==> config.mk <==
export PLATFORM = sky130hd
export DESIGN_NAME = coffee_brew_sequencer_flat
export DESIGN_NICKNAME = d
export VERILOG_FILES = /design/src/rtl/coffee_brew_sequencer_pkg.sv /design/src/rtl/coffee_brew_sequencer_if.sv /design/src/rtl/coffee_brew_sequencer_timer.sv /design/src/rtl/coffee_brew_sequencer.sv /design/src/flat_wrapper.sv
export SDC_FILE = /design/constraint.sdc
export NUM_CORES = 1
export LEC_CHECK = 0
export CELL_PAD_IN_SITES_DETAIL_PLACEMENT = 1
export CELL_PAD_IN_SITES_GLOBAL_PLACEMENT = 1
export CORE_MARGIN = 3
export CORE_UTILIZATION = 39
export DETAILED_ROUTE_END_ITERATION = 8
export PLACE_DENSITY_LB_ADDON = 0.05
export SKIP_CTS_REPAIR_TIMING = 1
export SLEW_MARGIN = 5
export SYNTH_ARGS = -nofsm -noshare
export SYNTH_HDL_FRONTEND = slang
export SYNTH_HIERARCHICAL = 1
export SYNTH_SLANG_ARGS = --single-unit
export TNS_END_PERCENT = 30
==> constraint.sdc <==
create_clock -name clk -period 4 [get_ports clk]
set_clock_uncertainty 0.2 [all_clocks]
set_input_delay 0.8 -clock clk [delete_from_list [all_inputs] [get_ports clk]]
set_output_delay 0.8 -clock clk [all_outputs]
set_load 0.01 [all_outputs]
==> src/rtl/coffee_brew_sequencer_pkg.sv <==
// Shared types and constants for the coffee brew sequencer: FSM state
// encoding, fault codes, default cycle counts and the sensor-fault priority.
package coffee_pkg;

    typedef enum logic [2:0] {
        ST_IDLE,
        ST_HEAT,
        ST_BREW,
        ST_DRIP,
        ST_DONE,
        ST_FAULT
    } brew_state_t;

    localparam logic [1:0] FAULT_CUP    = 2'd0;
    localparam logic [1:0] FAULT_WATER  = 2'd1;
    localparam logic [1:0] FAULT_FILTER = 2'd2;
    localparam logic [1:0] FAULT_TEMP   = 2'd3;

    localparam int DEF_HEAT_TIMEOUT = 16;
    localparam int DEF_BREW_CYCLES  = 32;
    localparam int DEF_DRIP_CYCLES  = 8;
    localparam int DEF_CNT_W        = 8;

    // Missing cup outranks missing water, which outranks a missing filter.
    function automatic logic [1:0] sensor_fault_code(input logic cup_ok, input logic water_ok);
        if (!cup_ok)   return FAULT_CUP;
        if (!water_ok) return FAULT_WATER;
        return FAULT_FILTER;
    endfunction

endpackage

==> src/rtl/coffee_brew_sequencer_if.sv <==
// Front-panel / sensor bundle of the brew sequencer. The optional cup_count
// signal exists only when COFFEE_CUP_COUNTER_EN is defined.
interface coffee_brew_sequencer_if;

    logic       start_valid;
    logic       start_ready;
    logic       abort;
    logic       clear_fault;
    logic       filter_ok;
    logic       water_ok;
    logic       temp_ok;
    logic       cup_ok;
    logic       heater_on;
    logic       pump_on;
    logic       busy;
    logic       done;
    logic       fault;
    logic [1:0] fault_code;
`ifdef COFFEE_CUP_COUNTER_EN
    logic [15:0] cup_count;
`endif

    modport master (
        output start_valid, abort, clear_fault, filter_ok, water_ok, temp_ok, cup_ok,
        input  start_ready, heater_on, pump_on, busy, done, fault, fault_code
`ifdef COFFEE_CUP_COUNTER_EN
       ,input  cup_count
`endif
    );

    modport slave (
        input  start_valid, abort, clear_fault, filter_ok, water_ok, temp_ok, cup_ok,
        output start_ready, heater_on, pump_on, busy, done, fault, fault_code
`ifdef COFFEE_CUP_COUNTER_EN
       ,output cup_count
`endif
    );

endinterface

==> src/rtl/coffee_brew_sequencer_timer.sv <==
// Loadable down-counter shared by the timed brew phases. Loading N-1 makes
// o_expired rise in the N-th cycle after the load.
module brew_timer #(
    parameter int CNT_W = 8
) (
    input  logic             clk,
    input  logic             rst,
    input  logic             i_load,
    input  logic [CNT_W-1:0] i_load_val,
    input  logic             i_en,
    output logic             o_expired
);

    logic [CNT_W-1:0] r_count;

    // NOTE: sequential state uses non-blocking assignments so every register
    // samples pre-edge values regardless of block evaluation order.
    always_ff @(posedge clk) begin
        if (rst) begin
            r_count <= '0;
        end else if (i_load) begin
            r_count <= i_load_val;
        end else if (i_en && (r_count != '0)) begin
            r_count <= r_count - CNT_W'(1);
        end
    end

    assign o_expired = (r_count == '0);

endmodule

==> src/rtl/coffee_brew_sequencer.sv <==
// Heat -> brew -> drip sequencer with latched fault codes. Optional cup
// counter enabled by defining COFFEE_CUP_COUNTER_EN. Cycle parameters: 1..2^CNT_W-1.
module coffee_brew_sequencer
    import coffee_pkg::*;
#(
    parameter int HEAT_TIMEOUT = DEF_HEAT_TIMEOUT,
    parameter int BREW_CYCLES  = DEF_BREW_CYCLES,
    parameter int DRIP_CYCLES  = DEF_DRIP_CYCLES,
    parameter int CNT_W        = DEF_CNT_W
) (
    input logic                    clk,
    input logic                    rst,
    coffee_brew_sequencer_if.slave bus
);

    localparam logic [CNT_W-1:0] HEAT_LOAD = CNT_W'(HEAT_TIMEOUT - 1);
    localparam logic [CNT_W-1:0] BREW_LOAD = CNT_W'(BREW_CYCLES - 1);
    localparam logic [CNT_W-1:0] DRIP_LOAD = CNT_W'(DRIP_CYCLES - 1);

    brew_state_t      r_state, w_next;
    logic [1:0]       r_fault_code, w_fault_code;
    logic [CNT_W-1:0] w_load_val;
    logic             w_load, w_timer_en, w_expired;
    logic             r_start_ready, r_heater_on, r_pump_on, r_busy, r_done, r_fault;

    brew_timer #(.CNT_W(CNT_W)) u_timer (
        .clk        (clk),
        .rst        (rst),
        .i_load     (w_load),
        .i_load_val (w_load_val),
        .i_en       (w_timer_en),
        .o_expired  (w_expired)
    );

    // Fault checks precede abort in every active state so a simultaneous fault wins.
    always_comb begin
        // NOTE: every combinational output gets a default first so no path
        // leaves it unassigned and a latch cannot be inferred.
        w_next       = r_state;
        w_fault_code = r_fault_code;
        w_load_val   = '0;
        case (r_state)
            ST_IDLE: begin
                if (bus.start_valid) begin
                    if (bus.cup_ok && bus.water_ok && bus.filter_ok) begin
                        w_next = ST_HEAT;
                    end else begin
                        w_next       = ST_FAULT;
                        w_fault_code = sensor_fault_code(bus.cup_ok, bus.water_ok);
                    end
                end
            end
            ST_HEAT: begin
                if (w_expired && !bus.temp_ok) begin
                    w_next       = ST_FAULT;
                    w_fault_code = FAULT_TEMP;
                end else if (bus.abort) begin
                    w_next = ST_IDLE;
                end else if (bus.temp_ok) begin
                    w_next = ST_BREW;
                end
            end
            ST_BREW: begin
                if (!bus.cup_ok || !bus.water_ok) begin
                    w_next       = ST_FAULT;
                    w_fault_code = sensor_fault_code(bus.cup_ok, bus.water_ok);
                end else if (bus.abort) begin
                    w_next = ST_IDLE;
                end else if (w_expired) begin
                    w_next = ST_DRIP;
                end
            end
            ST_DRIP: begin
                if (bus.abort) begin
                    w_next = ST_IDLE;
                end else if (w_expired) begin
                    w_next = ST_DONE;
                end
            end
            ST_DONE: w_next = ST_IDLE;
            ST_FAULT: begin
                if (bus.clear_fault) begin
                    w_next       = ST_IDLE;
                    w_fault_code = FAULT_CUP;
                end
            end
            default: w_next = ST_IDLE;
        endcase

        case (w_next)
            ST_HEAT: w_load_val = HEAT_LOAD;
            ST_BREW: w_load_val = BREW_LOAD;
            ST_DRIP: w_load_val = DRIP_LOAD;
            default: w_load_val = '0;
        endcase
    end

    assign w_load     = (w_next != r_state);
    assign w_timer_en = (r_state == ST_HEAT) || (r_state == ST_BREW) || (r_state == ST_DRIP);

    // Outputs are decoded from the next state so they change together with r_state.
    always_ff @(posedge clk) begin
        if (rst) begin
            r_state       <= ST_IDLE;
            r_fault_code  <= FAULT_CUP;
            r_start_ready <= 1'b1;
            r_heater_on   <= 1'b0;
            r_pump_on     <= 1'b0;
            r_busy        <= 1'b0;
            r_done        <= 1'b0;
            r_fault       <= 1'b0;
        end else begin
            r_state       <= w_next;
            r_fault_code  <= w_fault_code;
            r_start_ready <= (w_next == ST_IDLE);
            r_heater_on   <= (w_next == ST_HEAT) || (w_next == ST_BREW);
            r_pump_on     <= (w_next == ST_BREW);
            r_busy        <= (w_next == ST_HEAT) || (w_next == ST_BREW) || (w_next == ST_DRIP);
            r_done        <= (w_next == ST_DONE);
            r_fault       <= (w_next == ST_FAULT);
        end
    end

    assign bus.start_ready = r_start_ready;
    assign bus.heater_on   = r_heater_on;
    assign bus.pump_on     = r_pump_on;
    assign bus.busy        = r_busy;
    assign bus.done        = r_done;
    assign bus.fault       = r_fault;
    assign bus.fault_code  = r_fault_code;

`ifdef COFFEE_CUP_COUNTER_EN
    logic [15:0] r_cup_count;

    always_ff @(posedge clk) begin
        if (rst) begin
            r_cup_count <= '0;
        end else if ((r_state == ST_DONE) && (r_cup_count != 16'hFFFF)) begin
            r_cup_count <= r_cup_count + 16'd1;
        end
    end

    assign bus.cup_count = r_cup_count;
`endif

endmodule
==> src/flat_wrapper.sv <==
// flat-port wrapper written by rule: the top's interface ports become plain ports
module coffee_brew_sequencer_flat import coffee_pkg::*;
#(
    parameter int HEAT_TIMEOUT = DEF_HEAT_TIMEOUT,
    parameter int BREW_CYCLES  = DEF_BREW_CYCLES,
    parameter int DRIP_CYCLES  = DEF_DRIP_CYCLES,
    parameter int CNT_W        = DEF_CNT_W
)
  (clk, rst, bus_start_valid, bus_abort, bus_clear_fault, bus_filter_ok, bus_water_ok, bus_temp_ok, bus_cup_ok, bus_start_ready, bus_heater_on, bus_pump_on, bus_busy, bus_done, bus_fault, bus_fault_code);
  coffee_brew_sequencer_if bus_i ();
  input logic clk;
  input logic rst;
  input wire logic [$bits(bus_i.start_valid)-1:0] bus_start_valid;
  input wire logic [$bits(bus_i.abort)-1:0] bus_abort;
  input wire logic [$bits(bus_i.clear_fault)-1:0] bus_clear_fault;
  input wire logic [$bits(bus_i.filter_ok)-1:0] bus_filter_ok;
  input wire logic [$bits(bus_i.water_ok)-1:0] bus_water_ok;
  input wire logic [$bits(bus_i.temp_ok)-1:0] bus_temp_ok;
  input wire logic [$bits(bus_i.cup_ok)-1:0] bus_cup_ok;
  output wire logic [$bits(bus_i.start_ready)-1:0] bus_start_ready;
  output wire logic [$bits(bus_i.heater_on)-1:0] bus_heater_on;
  output wire logic [$bits(bus_i.pump_on)-1:0] bus_pump_on;
  output wire logic [$bits(bus_i.busy)-1:0] bus_busy;
  output wire logic [$bits(bus_i.done)-1:0] bus_done;
  output wire logic [$bits(bus_i.fault)-1:0] bus_fault;
  output wire logic [$bits(bus_i.fault_code)-1:0] bus_fault_code;
  assign bus_i.start_valid = bus_start_valid;
  assign bus_i.abort = bus_abort;
  assign bus_i.clear_fault = bus_clear_fault;
  assign bus_i.filter_ok = bus_filter_ok;
  assign bus_i.water_ok = bus_water_ok;
  assign bus_i.temp_ok = bus_temp_ok;
  assign bus_i.cup_ok = bus_cup_ok;
  assign bus_start_ready = bus_i.start_ready;
  assign bus_heater_on = bus_i.heater_on;
  assign bus_pump_on = bus_i.pump_on;
  assign bus_busy = bus_i.busy;
  assign bus_done = bus_i.done;
  assign bus_fault = bus_i.fault;
  assign bus_fault_code = bus_i.fault_code;
  coffee_brew_sequencer #(.HEAT_TIMEOUT(HEAT_TIMEOUT), .BREW_CYCLES(BREW_CYCLES), .DRIP_CYCLES(DRIP_CYCLES), .CNT_W(CNT_W)) u_core (.clk(clk), .rst(rst), .bus(bus_i));
endmodule
==> results.toml, run 1 <==
[outcome]
outcome = "finished, final reports clean"

[logic_synthesis]
synth_warnings = 6
synth_seq_area_share = 0.322
synthXorXnorAreaFrac = 0.0223
avgSynthCellArea_um2 = 8.19
synthSimpleGateAreaFrac = 0.300
synthAdderAreaFrac = 0.0212
synth_top_family_by_area = "simple AND/OR/NAND/NOR gates"
synth_area_um2 = 1180
synthCells = 144
synth_seq_cells = 19
synth.mux.area_fraction = 0.0350
async_reset_ff_frac = 0
synth_edf_count = 0
synthFlopType = "dfxtp_1"
synth_cell_types = 51
synth_compound_area_frac = 0.240

[timing]
report.final.setup_viol = 0
finalHoldViolCount = 0
finalMaxSlewViolations = 0
rsz0062_at_grt = "no"
finalCriticalPeriod_ns = 3.40
relSlewSlack = 0.555
finalSetupTns_ns = 0
fmaxAchievable_mhz = 294
fin_crit_sh = 0.851
fin_ws_ns = 0.596
tightest_slew_ns = 0.666

[grt]
grt_max_degree = 19
gr-total-overflow = 0
grt-busiest-layer = "met1"
use_met3 = 0.0255
grt_pass1_vias = 1043
grt_pass1_wl_um = 4900
track_usage = 0.176
antenna_found_initial = 0
globalRouteMet2Util = 0.253
grtUsageMet1 = 0.262

[power_and_ir_drop]
p_sw_frac = 0.372
power.density_nw_per_um2 = 422
ir_drop_v = 0.000264
combPwrFrac = 0.413
p_switching_mw = 0.218
p_int_mw = 0.367
seq_power_share = 0.420
p_clk_frac = 0.166
p_leak_nw = 0.520

[worst_setup_path]
critPathRequiredTime_ns = 3.97
cp-start-kind = "flop"
crit_arrival_ns = 3.38
critPathMaxFanout = 11
crit_type = "reg2reg"
cp-end-kind = "flop"

[floorplanning]
initial_utilization = 0.417
die_h_um = 61.0
die_area_um2 = 3720
die_x_um = 61.0
core_um2 = 2830
ios = 17
row_count = 19

[route]
vias = 1085
viasPerCell = 5.68
wl_per_cell_um = 15.1
first_iter_violations = 30
drt_wl_total_um = 2880
drtPass1Iterations = 4
drc = 0
postRouteAntennaNets = 0

[cells_and_area]
most-common-layout-cells = "nor2_1 (19), dfxtp_1 (19), clkdlybuf4s50_1 (16)"
num_antenna_cells = 0
fin_nets = 172
multi_input_area_um2 = 744
n_fill_cell = 348
seqCellArea_um2 = 380
syn2layout_area_growth_pct = 17.6
drive_above_1_share = 0.113

[clock_network]
cts_tree = "built"
clkTransAtPathRegs_ns = 0.11
cts-root-buf = "clkbuf_4"
cts_buffers = 3
cts_sinks = 19
clk_latency_ns = 0.30
clockBufferDepth = 2
htreeDepth = 1

[place]
place.gp.congestion = 0.810
place_ws_ns = 0.312
numPortBuffers = 16
dp_hpwl_um = 2160

[flow_run]
maxCapViolations = 0

[min_path]
holdCritPathClass = "reg2reg"
[cells in the mapped netlist, drive strengths merged, types with 2 or more instances]
library cell	number	area share
a21oi	9	0.038
mux2i	3	0.025
a311oi	2	0.015
and3	2	0.011
a211oi	5	0.036
o21a	2	0.013
nand2b	4	0.021
xnor2	3	0.022
dfxtp	19	0.32
nor4	2	0.011
o21ai	7	0.030
o211ai	2	0.013
nor3b	5	0.032
nor2b	3	0.016
nand2	10	0.032
buf	6	0.028
or3	4	0.023
nor2	20	0.066
inv	7	0.022
or4	5	0.037
ha	2	0.021
[metrics by stage]
step | hold WS (ns) | instances | util | total power, mW | instance area [µm²]
after global routing | 0.332 | 191 | 0.490 | 0.633 | 1390
after global placement | 0.281 | 187 | 0.480 | 0.483 | 1360
after detailed placement | 0.293 | 187 | 0.480 | 0.491 | 1360
after floorplan | 0.280 | 146 | - | 0.416 | 1190
final | 0.302 | 191 | 0.490 | 0.585 | 1390
after CTS | 0.309 | 191 | 0.489 | 0.594 | 1380
[power groups by stage]
stage | logic (mW) | registers (mW) | clock network, mW
5_1_grt | 0.273 | 0.250 | 0.109
6_report | 0.242 | 0.246 | 0.0973
3_5_place_dp | 0.241 | 0.250 | 0
4_1_cts | 0.243 | 0.246 | 0.105
2_1_floorplan | 0.174 | 0.242 | 0
3_3_place_gp | 0.236 | 0.248 | 0
[layout make-up]
cell class	count	share of cell area
repair buffers	17	0.121
well taps	31	0.0280
clock buffers	4	0.0189
inverters	8	0.0216
flip-flops and latches	19	0.274
multi-input cells	112	0.537
[routing by layer]
layer / vias to the layer above / part of all wire
met4: 0 / 0.013
met5: - / 0
met1: 515 / 0.52
met3: 4 / 0.032
met2: 13 / 0.44
li1: 553 / -
[state kept, by name (all words and copies together) (netlist names)]
| register | cells |
|---|---|
| u_core/u_timer/r_count | 8 |
| u_core/bus.start_ready | 1 |
| u_core/bus.busy | 1 |
| u_core/bus.heater_on | 1 |
| u_core/bus.done | 1 |
| u_core/bus.pump_on | 1 |
| u_core/bus.fault_code | 2 |
| u_core/bus.fault | 1 |
| u_core/r_state | 3 |
[worst paths after layout]
| check | start | end | slack (ns) | cells past startpoint |
|---|---|---|---|---|
| setup reg to reg | u_core/u_timer/r_count[2] | u_core/u_timer/r_count[1] | 0.60 | 11 |
| hold / removal | u_core/bus.fault_code[1] | u_core/bus.fault_code[1] | 0.30 | 2 |
| hold reg to reg | u_core/bus.fault_code[1] | u_core/bus.fault_code[1] | 0.30 | 2 |
| setup / recovery | u_core/u_timer/r_count[2] | u_core/u_timer/r_count[1] | 0.60 | 11 |
[critical path, cell delays in order, from the launching register on]
cell	delay, ns
dfxtp_1	0.38
or4_4	0.61
nor4_1	0.18
buf_4	0.18
nand2b_1	0.06
or3_1	0.30
o211ai_1	0.23
a211oi_1	0.12
o21ai_2	0.37
clkinv_1	0.35
nand4b_1	0.20
o211ai_1	0.09
[logic make-up (layout without fill, tap and decap cells)]
family | Yosys count | after routing
AOI/OAI and AO/OA | 38 | 38
xor gates and xnor gates | 3 | 3
adders and majority gates | 2 | 2
buffers and inverters | 15 | 29
DFF | 19 | 19
muxes | 4 | 4
other | 1 | 3
and+or+nand+nor | 62 | 62
Note: power is estimated with default switching activity, not from simulation.
==> inputs of run 2 (changes only) <==
--- a/config.mk
+++ b/config.mk
@@ -10,7 +10,7 @@
 export CORE_MARGIN = 3
 export CORE_UTILIZATION = 39
 export DETAILED_ROUTE_END_ITERATION = 8
-export PLACE_DENSITY_LB_ADDON = 0.05
+export PLACE_DENSITY = 0.82
 export SKIP_CTS_REPAIR_TIMING = 1
 export SLEW_MARGIN = 5
 export SYNTH_ARGS = -nofsm -noshare
==> run 2 against run 1 <==
Design area barely moved. Clock power rose by 1%. Combinational power barely moved. Register-to-register slack got worse by 0.08 ns. Die area did not move. Global-route usage rose by 0.50 points. Cell count did not move. Critical path type unchanged. Largest cell class unchanged.
==> results.toml, run 2 (synthesized netlist as in run 1, its figures left out) <==
[worst_setup_path]
critPathRequiredTime_ns = 3.98
cp-start-kind = "flop"
crit_arrival_ns = 3.46
crit_type = "reg2reg"
cp-end-kind = "flop"
reg2reg_depth = 11
critPathMaxFanout = 11

[place]
place.gp.congestion = 0.808
placedInstanceArea_um2 = 1360
numPortBuffers = 16
dp_hpwl_um = 2240

[outcome]
outcome = "finished, final reports clean"

[grt]
grt_pass1_wl_um = 5040
gr-total-overflow = 0
track_usage = 0.181
grt_max_degree = 19
grt_pass1_vias = 1115
antenna_found_initial = 0

[timing]
finalMaxSlewViolations = 0
fin_crit_sh = 0.872
report.final.setup_viol = 0
finalCriticalPeriod_ns = 3.49
relSlewSlack = 0.561
fmaxAchievable_mhz = 287
finalSetupTns_ns = 0
tightest_slew_ns = 0.656
rsz0062_at_grt = "no"
finalHoldViolCount = 0

[clock_network]
cts_sinks = 19
cts-root-buf = "clkbuf_4"
clkTransAtPathRegs_ns = 0.12
cts_buffers = 3
clockBufferDepth = 2
cts_tree = "built"
htreeDepth = 1
clk_latency_ns = 0.31

[route]
first_iter_violations = 28
drc = 0
wl_per_cell_um = 15.5
postRouteAntennaNets = 0
vias = 1113
drt_wl_total_um = 2960
drtPass1Iterations = 4
viasPerCell = 5.83

[power_and_ir_drop]
p_leak_nw = 0.523
ir_drop_v = 0.000267
power.density_nw_per_um2 = 423

[cells_and_area]
top_register = "u_core/u_timer/r_count"
largest_reg_flops = 8
design_area_um2 = 1390
fin_nets = 172
num_antenna_cells = 0
drive_above_1_share = 0.119
syn2layout_area_growth_pct = 17.7
most-common-layout-cells = "nor2_1 (19), dfxtp_1 (19), clkdlybuf4s50_1 (16)"

[floorplanning]
die_x_um = 61.0
ios = 17
row_count = 19
die_area_um2 = 3720
initial_utilization = 0.417
die_h_um = 61.0
core_um2 = 2830

[min_path]
holdCritPathClass = "reg2reg"
min_path_cells = 2

[flow_run]
maxCapViolations = 0
==> run 2: path summary, 6_finish.rpt <==
check / from / to / slack [ns]
worst max-delay path: u_core/u_timer/r_count[2] / u_core/u_timer/r_count[1] / 0.51
worst min-delay path: u_core/bus.fault_code[1] / u_core/bus.fault_code[1] / 0.30
worst max register to register: u_core/u_timer/r_count[2] / u_core/u_timer/r_count[1] / 0.51
worst min register to register: u_core/bus.fault_code[1] / u_core/bus.fault_code[1] / 0.30
==> run 2: per-stage QoR <==
step	setup WS (ns)	total power, mW	util	hold WS [ns]	std cells
5_1_grt	0.179	0.632	0.491	0.330	191
3_3_place_gp	0.482	0.479	0.480	0.279	187
6_report	0.514	0.587	0.491	0.300	191
4_1_cts	0.282	0.590	0.490	0.304	191
2_1_floorplan	0.771	0.416	-	0.280	146
3_5_place_dp	0.361	0.488	0.480	0.289	187
==> run 2: area by class of cell <==
type,count,area [µm²]
clock inverters,1,5.00
flip-flops and latches,19,380
fillers,353,1440
multi-input cells,112,744
clock buffers,3,22.5
repair buffers,17,168
inverters,8,30.0
well taps,31,38.8
==> run 2: where the power goes <==
| group | switching, mW | internal (mW) |
|---|---|---|
| combinational | 0.131 | 0.112 |
| sequential | 0.0296 | 0.216 |
| clock | 0.0614 | 0.0373 |
| total | 0.222 | 0.365 |
==> run 2: critical path, cell delays in order (launching register included) <==
cell,delay (ns)
dfxtp_1,0.39
or4_4,0.60
nor4_1,0.19
buf_4,0.18
nand2b_1,0.07
or3_1,0.31
o211ai_1,0.22
a211oi_1,0.13
o21ai_2,0.40
clkinv_1,0.35
nand4b_1,0.19
o211ai_1,0.11
==> run 2: metal layers <==
| metal | vias to the layer above | wire [µm] | global-route usage |
|---|---|---|---|
| li1 | 554 | - | - |
| met1 | 532 | 1500 | 0.249 |
| met3 | 8 | 80 | 0.0362 |
| met5 | - | 0 | 0 |
| met4 | 0 | 69 | 0.0805 |
| met2 | 19 | 1300 | 0.273 |
==> inputs of run 3 (changes only) <==
--- a/config.mk
+++ b/config.mk
@@ -8,9 +8,10 @@
 export CELL_PAD_IN_SITES_DETAIL_PLACEMENT = 1
 export CELL_PAD_IN_SITES_GLOBAL_PLACEMENT = 1
 export CORE_MARGIN = 3
-export CORE_UTILIZATION = 39
+export CORE_UTILIZATION = 40
 export DETAILED_ROUTE_END_ITERATION = 8
-export PLACE_DENSITY = 0.82
+export DONT_BUFFER_PORTS = 1
+export PLACE_DENSITY = 0.74
 export SKIP_CTS_REPAIR_TIMING = 1
 export SLEW_MARGIN = 5
 export SYNTH_ARGS = -nofsm -noshare
==> run 3 against run 2 <==
Power shrank 5.7%. Register-to-register slack improved by 0.09 ns. Combinational power shrank 16%. Fmax rose by 2.6%.
==> results.toml, run 3 (synthesized netlist as in run 1, its figures left out) <==
[timing]
report.final.setup_viol = 0
finalHoldViolCount = 0
relSlewSlack = 0.528
finalCriticalPeriod_ns = 3.40
holdWs_ns = 0.323
finalSetupTns_ns = 0
fmaxAchievable_mhz = 294
finalMaxSlewViolations = 0
rsz0062_at_grt = "no"
fin_crit_sh = 0.849
tightest_slew_ns = 0.701

[grt]
grt_max_degree = 19
track_usage = 0.186
grtUsageMet1 = 0.257
gr-total-overflow = 0
grt-busiest-layer = "met2"
globalRouteMet2Util = 0.278
grt_pass1_vias = 1096
grt_pass1_wl_um = 5110
use_met3 = 0.0432
antenna_found_initial = 0

[worst_setup_path]
critPathMaxFanout = 9
reg2reg_depth = 10
critPathMaxStageDelay_ns = 0.59
cp-end-kind = "flop"
endpoint = "u_core/u_timer/r_count[1]"
startpoint = "u_core/u_timer/r_count[2]"
cp-start-kind = "flop"
r2r_start = "u_core/u_timer/r_count[2]"
critPathRequiredTime_ns = 4.00
path_cells = "or4_4, nor4_1, nor4bb_1, o21ai_0, o211ai_1, a211oi_1, o21ai_1, clkinv_1, nand4b_1, o211ai_1"
reg2reg_slack_ns = 0.60
crit_type = "reg2reg"
crit_arrival_ns = 3.40
cp_slowest_cell = "or4_4"
crit_top_cell = "o211ai_1"
r2r_end = "u_core/u_timer/r_count[1]"

[clock_network]
cts_sinks = 19
clk_latency_ns = 0.30
clkTransAtPathRegs_ns = 0.11
cts-root-buf = "clkbuf_4"
clockBufferDepth = 2
cts_tree = "built"
cts_buffers = 3
htreeDepth = 1

[floorplanning]
die_area_um2 = 3640
die_x_um = 60.3
initial_utilization = 0.424
ios = 17
row_count = 19
die_h_um = 60.3
core_um2 = 2780

[cells_and_area]
largest_reg_flops = 8
top_register = "u_core/u_timer/r_count"
n_fill_cell = 350
fin_nets = 156
num_antenna_cells = 0
most-common-layout-cells = "nor2_1 (19), dfxtp_1 (19), nand2_1 (10)"
syn2layout_area_growth_pct = 3.82
drive_above_1_share = 0.125

[place]
dp_hpwl_um = 2200
numPortBuffers = 0
place.gp.congestion = 0.823

[route]
vias = 1052
wl_per_cell_um = 16.5
drt_wl_total_um = 2890
drtPass1Iterations = 4
postRouteAntennaNets = 0
drc = 0
viasPerCell = 6.01
first_iter_violations = 56

[power_and_ir_drop]
seq_power_share = 0.455
p_switching_mw = 0.212
p_sw_frac = 0.382
p_leak_nw = 0.462
combPwrFrac = 0.367
ir_drop_v = 0.000243
p_int_mw = 0.342
power.density_nw_per_um2 = 452
p_clk_frac = 0.178

[flow_run]
maxCapViolations = 0

[outcome]
outcome = "finished, final reports clean"

[min_path]
holdCritPathClass = "reg2reg"
run 3: through the flow:
| stage | cell area [µm²] | cells | utilization | setup slack (ns) | power, mW |
|---|---|---|---|---|---|
| final | 1220 | 175 | 0.440 | 0.603 | 0.554 |
| after global routing | 1220 | 175 | 0.440 | 0.259 | 0.602 |
| after CTS | 1220 | 175 | 0.440 | 0.604 | 0.562 |
| after detailed placement | 1200 | 171 | 0.430 | 0.653 | 0.458 |
| after global placement | 1200 | 171 | 0.430 | 0.751 | 0.449 |
| after floorplan | 1190 | 146 | - | 0.771 | 0.416 |
run 3: layout make-up:
type                       instances  area, µm²  area share
tap                               31       38.8      0.0317
multi-input combinational        112        741       0.605
clock buffer                       3       22.5      0.0184
inverter                           8       30.0      0.0245
sequential                        19        380       0.311
timing repair buffer               1       7.51     0.00613
clock inverter                     1       5.00     0.00409
run 3: worst min path at each step:
stage                                    from                   endpoint  slack (ns)  cells after the start
global route                              rst       u_core/bus.heater_on        0.33                      1
floorplan           u_core/u_timer/r_count[5]  u_core/u_timer/r_count[5]        0.28                      2
global placement    u_core/u_timer/r_count[5]  u_core/u_timer/r_count[5]        0.32                      2
CTS                 u_core/u_timer/r_count[5]  u_core/u_timer/r_count[5]        0.32                      2
detailed placement  u_core/u_timer/r_count[5]  u_core/u_timer/r_count[5]        0.30                      2
finish              u_core/u_timer/r_count[5]  u_core/u_timer/r_count[5]        0.32                      2
run 3: worst max-delay path, delay by kind of cell (launching register included):
kind / cells / cell delay, ns
buf+inv: 1 / 0.27
flops: 1 / 0.37
compound gates: 5 / 0.77
simple gates: 4 / 1.68
run 3: power groups by stage:
| stage | clock (mW) | sequential (mW) | combinational (mW) |
|---|---|---|---|
| detailed placement | 0 | 0.256 | 0.202 |
| global placement | 0 | 0.255 | 0.194 |
| CTS | 0.106 | 0.252 | 0.204 |
| global route | 0.114 | 0.257 | 0.231 |
| floorplan | 0 | 0.242 | 0.174 |
| finish | 0.0987 | 0.252 | 0.203 |
run 3: routing by layer:
metal,wire length (µm),part of all wire
met4,47,0.016
met3,150,0.052
met2,1280,0.44
met5,0,0
met1,1420,0.49
